[config.mk]
export PLATFORM = sky130hd
export DESIGN_NAME = ex_unit
export DESIGN_NICKNAME = d
export VERILOG_FILES = /design/src/rtl/ex_unit.sv
export SDC_FILE = /design/constraint.sdc
export NUM_CORES = 1
export LEC_CHECK = 0
export BUFFER_PORTS_ARGS = -buffer_cell sky130_fd_sc_hd__buf_2
export CAP_MARGIN = 40
export CORE_UTILIZATION = 51
export CTS_CLUSTER_DIAMETER = 120
export DETAILED_ROUTE_END_ITERATION = 6
export GPL_ROUTABILITY_DRIVEN = 0
export PLACE_DENSITY = 0.85
export SLEW_MARGIN = 10
export SYNTH_ARGS = -nofsm -noshare
export SYNTH_HDL_FRONTEND = slang
export SYNTH_SLANG_ARGS = --single-unit
[constraint.sdc]
create_clock -name clk -period 1.9 [get_ports clk]
set_input_delay 0.095 -clock clk [delete_from_list [all_inputs] [get_ports clk]]
set_output_delay 0.095 -clock clk [all_outputs]
set_load 0.02 [all_outputs]
[src/rtl/ex_unit.sv]
// ============================================================================
// Module   : ex_unit
// Brief    : MIPS execute stage. It holds the ID/EX and EX/MEM registers and
//            implements the logic and shift operations. It also drives the
//            forwarding path back to decode. Shifts are iterative (one bit per
//            cycle) and stall the front end. Defining EX_BARREL_SHIFT_EN
//            selects a single-cycle barrel shifter with no stall instead.
// Revision : 1.0 - initial release
// ============================================================================
`default_nettype none

module ex_unit (
  input  logic        clk,
  input  logic        rst,
  input  logic [7:0]  aluop_i,
  input  logic [2:0]  alusel_i,
  input  logic [31:0] reg1_i,
  input  logic [31:0] reg2_i,
  input  logic [4:0]  wd_i,
  input  logic        wreg_i,
  output logic        stallreq_o,
  output logic        fwd_wreg_o,
  output logic [4:0]  fwd_wd_o,
  output logic [31:0] fwd_wdata_o,
  output logic        mem_wreg_o,
  output logic [4:0]  mem_wd_o,
  output logic [31:0] mem_wdata_o
);

  localparam logic [7:0] c_EXE_AND_OP = 8'b0010_0100;
  localparam logic [7:0] c_EXE_OR_OP  = 8'b0010_0101;
  localparam logic [7:0] c_EXE_XOR_OP = 8'b0010_0110;
  localparam logic [7:0] c_EXE_NOR_OP = 8'b0010_0111;
  localparam logic [7:0] c_EXE_SLL_OP = 8'b0111_1100;
  localparam logic [7:0] c_EXE_SRL_OP = 8'b0000_0010;
  localparam logic [7:0] c_EXE_SRA_OP = 8'b0000_0011;

  localparam logic [2:0] c_EXE_RES_LOGIC = 3'b001;
  localparam logic [2:0] c_EXE_RES_SHIFT = 3'b010;

  logic [7:0]  r_aluop;
  logic [2:0]  r_alusel;
  logic [31:0] r_reg1;
  logic [31:0] r_reg2;
  logic [4:0]  r_wd;
  logic        r_wreg;

  logic        w_stall;
  logic [31:0] w_shift_res;
  logic [31:0] w_result;
  logic        w_is_shift_op;

  // ID/EX register: freezes while a shift is in progress
  always_ff @(posedge clk) begin
    if (rst) begin
      r_aluop  <= 8'd0;
      r_alusel <= 3'd0;
      r_reg1   <= 32'd0;
      r_reg2   <= 32'd0;
      r_wd     <= 5'd0;
      r_wreg   <= 1'b0;
    end else if (!w_stall) begin
      r_aluop  <= aluop_i;
      r_alusel <= alusel_i;
      r_reg1   <= reg1_i;
      r_reg2   <= reg2_i;
      r_wd     <= wd_i;
      r_wreg   <= wreg_i;
    end
  end

  assign w_is_shift_op = (r_aluop == c_EXE_SLL_OP) || (r_aluop == c_EXE_SRL_OP) ||
                         (r_aluop == c_EXE_SRA_OP);

`ifdef EX_BARREL_SHIFT_EN

  assign w_stall = 1'b0;

  // Single-cycle barrel shifter over the captured operands
  always_comb begin
    w_shift_res = 32'd0;
    case (r_aluop)
      c_EXE_SLL_OP: w_shift_res = r_reg2 << r_reg1[4:0];
      c_EXE_SRL_OP: w_shift_res = r_reg2 >> r_reg1[4:0];
      c_EXE_SRA_OP: w_shift_res = $unsigned($signed(r_reg2) >>> r_reg1[4:0]);
      default:      w_shift_res = 32'd0;
    endcase
  end

`else

  typedef enum logic [0:0] {
    S_IDLE  = 1'b0,
    S_SHIFT = 1'b1
  } state_t;

  state_t      r_state;
  state_t      w_state_nxt;
  logic [31:0] r_acc;
  logic [31:0] w_acc_nxt;
  logic [4:0]  r_cnt;
  logic [4:0]  w_cnt_nxt;
  logic        w_start;

  // A shift is started from the decode inputs at the same edge that captures it
  assign w_start = (alusel_i == c_EXE_RES_SHIFT) &&
                   ((aluop_i == c_EXE_SLL_OP) || (aluop_i == c_EXE_SRL_OP) ||
                    (aluop_i == c_EXE_SRA_OP));

  // Shifter state, accumulator and remaining-bit counter
  always_ff @(posedge clk) begin
    if (rst) begin
      r_state <= S_IDLE;
      r_acc   <= 32'd0;
      r_cnt   <= 5'd0;
    end else begin
      r_state <= w_state_nxt;
      r_acc   <= w_acc_nxt;
      r_cnt   <= w_cnt_nxt;
    end
  end

  // Next-state logic: load on capture, then shift one bit per cycle until cnt hits 0
  always_comb begin
    w_state_nxt = r_state;
    w_acc_nxt   = r_acc;
    w_cnt_nxt   = r_cnt;
    case (r_state)
      S_IDLE: begin
        if (w_start) begin
          // acc is loaded even for k = 0 so that the idle result is always acc
          w_acc_nxt = reg2_i;
          w_cnt_nxt = reg1_i[4:0];
          if (reg1_i[4:0] != 5'd0) begin
            w_state_nxt = S_SHIFT;
          end
        end
      end
      S_SHIFT: begin
        case (r_aluop)
          c_EXE_SLL_OP: w_acc_nxt = {r_acc[30:0], 1'b0};
          c_EXE_SRL_OP: w_acc_nxt = {1'b0, r_acc[31:1]};
          c_EXE_SRA_OP: w_acc_nxt = {r_acc[31], r_acc[31:1]};
          default:      w_acc_nxt = r_acc;
        endcase
        w_cnt_nxt = r_cnt - 5'd1;
        if (r_cnt == 5'd1) begin
          w_state_nxt = S_IDLE;
        end
      end
      default: w_state_nxt = S_IDLE;
    endcase
  end

  assign w_stall     = (r_state == S_SHIFT);
  assign w_shift_res = r_acc;

`endif

  // Result mux: unknown operations and the NOP class yield zero
  always_comb begin
    w_result = 32'd0;
    case (r_alusel)
      c_EXE_RES_LOGIC: begin
        case (r_aluop)
          c_EXE_OR_OP:  w_result = r_reg1 | r_reg2;
          c_EXE_AND_OP: w_result = r_reg1 & r_reg2;
          c_EXE_XOR_OP: w_result = r_reg1 ^ r_reg2;
          c_EXE_NOR_OP: w_result = ~(r_reg1 | r_reg2);
          default:      w_result = 32'd0;
        endcase
      end
      c_EXE_RES_SHIFT: begin
        if (w_is_shift_op) begin
          w_result = w_shift_res;
        end
      end
      default: w_result = 32'd0;
    endcase
  end

  assign stallreq_o  = w_stall;
  assign fwd_wreg_o  = r_wreg && !w_stall;
  assign fwd_wd_o    = r_wd;
  assign fwd_wdata_o = w_result;

  // EX/MEM register: a bubble goes downstream while the shifter is busy
  always_ff @(posedge clk) begin
    if (rst || w_stall) begin
      mem_wreg_o  <= 1'b0;
      mem_wd_o    <= 5'd0;
      mem_wdata_o <= 32'd0;
    end else begin
      mem_wreg_o  <= fwd_wreg_o;
      mem_wd_o    <= fwd_wd_o;
      mem_wdata_o <= fwd_wdata_o;
    end
  end

endmodule

`default_nettype wire

# Word-level counts from Yosys, hierarchy flattened

Cells that the tools add are included.

Reduce and logical (&&, ||, !) cells: 11
Equal/unequal tests: 18
Add/subtract/negate cells: 1
Bitwise gates (word level): 5
Muxes and demuxes: 12

Operator list:

| kind                  | count |
|---|---|
| $pmux W32 S2          | 2 |
| $pmux W32 S4          | 1 |
| $pmux W32 S3          | 1 |
| $mux W32              | 2 |
| $and A32 B32 Y32      | 1 |
| $eq A8 B2 Y1 const B  | 4 |
| $eq A8 B6 Y1 const B  | 4 |
| $not A32 Y32          | 1 |
| $or A32 B32 Y32       | 1 |
| $xor A32 B32 Y32      | 1 |
| $eq A8 B7 Y1 const B  | 2 |
| $pmux W5 S2           | 1 |
| $eq A3 B2 Y1 const B  | 2 |
| $eq A5 B1 Y1 const B  | 1 |
| $logic_or A1 B1 Y1    | 5 |
| $mux W5               | 1 |
| $reduce_bool A5 Y1    | 1 |
| $sub A5 B1 Y5 const B | 1 |
| $ne A2 B2 Y1 const B  | 2 |
| $ne A4 B1 Y1 const B  | 1 |
| $eq A3 B1 Y1 const B  | 1 |
| $mux W1               | 3 |
| $ne A3 B1 Y1 const B  | 1 |
| $reduce_and A3 Y1     | 1 |
| 5 further kinds       | 6 |

Bits in registers: 157
Input bits: 83
Logic and storage cells: 60
Output and inout port bits: 77

# Logic depth before layout (Yosys ltp)

Depth in word-level cells: 6
Depth in mapped cells: 7
Depth with buffers taken out: 7

# Worst setup path after synthesis

Ideal clock, no wire load.

Path kind: reg-to-reg
From: reg r_aluop[7]
To: reg mem_wdata_o[1]
Path slack: -0.036 ns
Data required time: 1.841 ns
Clock period less this slack: 1.936 ns
Cell stages (with the launch flop): 7
Path buffers: 1
Library setup time: 0.059 ns
Arrival: 1.877 ns
Cells stage by stage: dfxtp_1 > or4_4 > nor2_4 > o211a_1 > buf_2 > a22o_1 > and2_1

Cells in the longest elaborated chain, start to end: 5
Elaborated cells between the ends (all ways): 12
Those cells by class: eq/ne (7); mux (3); reduce/logical (2)

RTL lines:

| element                                      | RTL line | source |
|---|---|---|
| start: declaration                           | 41       | `logic [7:0] r_aluop;` |
| start signal: assignment                     | 63       | `r_aluop <= aluop_i;` |
| $eq A8 B7 Y1 or $eq A8 B2 Y1 (tied branches) | 72       | `assign w_is_shift_op = (r_aluop == c_EXE_SLL_OP) \|\| (r_aluop == c_EXE_SRL_OP) \|\|` |
| $logic_or A1 B1 Y1 (2 in series)             | 72       |  |
| $mux W32                                     | 174      | `if (w_is_shift_op) begin` |
| $pmux W32 S2 *                               | 163      | `case (r_alusel)` |
| net fwd_wdata_o[1]                           | 24       | `output logic [31:0] fwd_wdata_o,` |
| end signal: assignment                       | 196      | `mem_wdata_o <= fwd_wdata_o;` |
| end: declaration                             | 27       | `output logic [31:0] mem_wdata_o` |

Mark *: on every way through the listed nets, which the timed path passes. The rest lies on a longest branch.
A chain may end at the register's enable or synchronous reset.

# Worst setup path in the final report

From: reg r_aluop[7]
To: out fwd_wdata_o[14]

Cells in the longest elaborated chain, start to end: 5
Elaborated cells between the ends (all ways): 12
Those cells by class: eq/ne (7); mux (3); reduce/logical (2)

RTL lines:

| element                                      | RTL line |
|---|---|
| $eq A8 B7 Y1 or $eq A8 B2 Y1 (tied branches) | 72 |
| $logic_or A1 B1 Y1 (2 in series)             | 72 |
| $mux W32                                     | 174 |
| $pmux W32 S2 *                               | 163 |
| end: declaration                             | 24 |

Mark *: on every way between the ends. The rest lies on a longest branch, timed or not.

==> flow_summary.json <==
{
  "yosys_warnings": 0,
  "power.leakage_nw": 5.230,
  "multi_input_area_sq_um": 5221,
  "antenna_found_initial": 0,
  "final_common_cell": "dfxtp_1",
  "holdWs_ps": 119.3,
  "crit_path_cell_trace": "or4_4 -> buf_6 -> nor3_4 -> buf_6 -> buf_12 -> a22o_1 -> buf_6",
  "cts.htree.levels": 4,
  "n_antenna_cell": 0,
  "ios": 160,
  "seqCellArea_sq_um": 3153,
  "cp.arrival_ps": 2250,
  "grt_pass1_wl_mm": 39.05,
  "drtIter0Drc": 794,
  "cts_buffers": 17,
  "path_buf_inv": 4,
  "p_total_w": 0.007503,
  "criticalPathCategory": "reg2out",
  "startpoint": "r_aluop[7]$_SDFFE_PP0N_",
  "cts_tree": "done",
  "routed_via_density": 5.713,
  "drc": 0,
  "placed_area_sq_um": 9782,
  "rows": 47,
  "outcome": "finished with violations",
  "cts_root_buffer": "clkbuf_16",
  "slew_violations": 0,
  "detail_route.first_pass.iterations": 7,
  "layout_common_cells": "dfxtp_1, buf_2, nor2_1",
  "ant_nets": 0,
  "fillers": 1046,
  "synth-seq-area-share": 0.3649,
  "synth_top_area_frac": 0.3649,
  "synth.distinct_cells": 46,
  "setup-tns-final_ps": -19980,
  "reg2reg_to": "mem_wdata_o[13]$_SDFF_PP0_",
  "final_nets": 1367,
  "fin_util": 0.7307,
  "start_util": 0.5213,
  "dieArea_sq_um": 17410,
  "synth_area_leaders": "dfxtp_1, mux2i_1, ha_1, nor2_1, inv_1",
  "die_x_microns": 132.0,
  "drv_cap": 0,
  "overflow": 0,
  "synth_edf_count": 0,
  "ys_ff_latch": 157,
  "clk_path_buf_depth": 2,
  "finalSetupViolCount": 68,
  "routed_wl_mm": 26.21,
  "drive_above_1_share": 0.2655,
  "synthArstFlopShare": 0,
  "critPathLaunchType": "flop",
  "crit_fanout": 8,
  "grt_usage": 0.2800,
  "die_y_microns": 132.0,
  "synth_ff_type": "dfxtp_1",
  "violations": "setup timing",
  "crit_path_max_incr_delay_ps": 580,
  "hold_path_depth": 2,
  "clk_latency_ps": 430,
  "syn-num-nets": 1117,
  "period_share": 1.232,
  "cts_sinks": 157,
  "grt_pass1_vias": 7858,
  "rsz0062_at_grt": "true",
  "hold_start": "rst",
  "power.density_nw_per_um2": 621.4,
  "r2r_start": "r_aluop[5]$_SDFFE_PP0N_",
  "hp-class": "in2reg",
  "rrSetupSlack_ps": -340,
  "synth_cells": 968,
  "crit_required_ps": 1800,
  "final_area_sq_um": 12070,
  "setup.worst_path.end_class": "output port",
  "tightest_slew_ps": 829.5,
  "fmax_mhz": 427.0,
  "irDropWorstVdd_mv": 0.6224,
  "crit_slowest_cell": "or4_4",
  "syn2layout_area_growth_pct": 40.16,
  "syn_area_sq_um": 8615,
  "critical_path.top_delay_family": "simple AND/OR/NAND/NOR gates",
  "core_sq_um": 16520,
  "synth_top_area_cell": "dfxtp_1",
  "skew_ps": 9.192,
  "whs_endpoint": "r_reg1[31]$_SDFFE_PP0N_",
  "vias": 8272,
  "dp_hpwl_mm": 14.09,
  "io_buffer_count": 159,
  "slew-limit-headroom": 0.4457,
  "finalHoldViolations": 0,
  "grt_max_degree": 70,
  "worst_slack_ps": -441.7,
  "post-route-min-period_ps": 2342,
  "path_clk_slew_ps": 60,
  "syn_avg_cell_area_sq_um": 8.899,
  "critPathMostFrequentCell": "buf_6",
  "rr_worst_depth": 12,
  "wl_per_cell_microns": 18.10
}
[repair_timing]
action | 4_1_cts | 5_1_grt
hold endpoints to repair | 86 | 0
pin swaps | 16 | 14
cloned | 6 | 4
endpoints found under the setup margin | 62 | 88
hold buffers | 79 | 0
gates resized for setup | 74 | 72
buffers inserted | 14 | 6
[state kept, by name, indices dropped and copies added, names as in the netlist, 3 cells and up]
signal / cells
mem_wdata_o: 32
r_alusel: 3
r_cnt: 5
mem_wd_o: 5
r_acc: 32
r_aluop: 8
r_reg1: 32
fwd_wd_o: 5
r_reg2: 32
[how the worst max path moves through the flow]
stage	endpoint	cells past startpoint	slack [ps]
floorplan	mem_wdata_o[1]$_SDFF_PP0_	6	-40
global placement	r_acc[18]$_SDFFE_PP0P_	6	-80
detailed placement	r_acc[23]$_SDFFE_PP0P_	6	-160
CTS	fwd_wdata_o[24]	7	-430
global route	fwd_wdata_o[14]	7	-510
finish	fwd_wdata_o[14]	7	-440
[power by group]
group	leakage, nW	total (W)	switching (W)	internal, W
sequential	1.29	0.00347	0.0000825	0.00339
clock	0.229	0.00305	0.00141	0.00164
combinational	3.71	0.000979	0.000496	0.000483
total	5.23	0.00750	0.00199	0.00552
[metal layers]
metal  global-route usage  part of all wire  vias to the layer above
met5                    0                 0                        -
met4               0.1221             0.030                        0
met3              0.06228             0.068                       81
met2               0.4791              0.51                      413
met1               0.3364              0.40                     3975
li1                     -                 -                     3803
[Yosys cell counts (2+ instances only)]
master,instances
buf_2,15
dfxtp_1,157
buf_6,3
and2_1,38
nor2b_1,3
o21a_1,2
nor3_1,8
nor2_1,117
a311o_1,14
mux2i_1,111
ha_1,66
or4_1,17
o21ai_0,42
a22o_1,32
nand2_1,65
xnor2_1,33
a31oi_1,2
inv_1,83
nand3_1,2
clkbuf_1,42
nand4b_1,16
buf_4,2
o21ai_1,22
nor4b_1,2
o41ai_2,16
buf_1,12
a21oi_1,27
[worst register-to-register path: stages, from the launching register on]
cell and delay (ps):
dfxtp_2 340, buf_4 140, nand4b_1 110, nor4_2 50
buf_4 160, o211a_4 280, buf_12 160, a22o_4 290
buf_4 130, buf_4 120, buf_4 120, buf_4 120
and2_1 120
[cell type report]
cell class / instances / area share
clock inverters: 10 / 0.006010
repair buffers: 304 / 0.2160
clock buffers: 19 / 0.03585
well taps: 220 / 0.02280
flip-flops and latches: 157 / 0.2611
inverters: 83 / 0.02580
multi-input cells: 655 / 0.4324
[through the flow]
step	setup slack, ps	instances
after floorplan	-36.49	968
after global placement	-84.58	1311
after detailed placement	-161.9	1311
after CTS	-429.9	1438
after global routing	-509.6	1448
final	-441.7	1448
[logic make-up (layout without fill, tap and decap cells)]
group	count (synthesis)	in the layout	share of synthesized area
adder cells (fa/ha/maj)	66	66	0.09586
flip-flops	157	157	0.3649
XOR/XNOR	33	33	0.03355
AO/OA/AOI/OAI	165	165	0.1438
buffers and inverters	157	416	0.07407
AND/OR/NAND/NOR	278	279	0.1576
multiplexers	112	112	0.1303
Note: power is estimated with default switching activity, not from simulation.
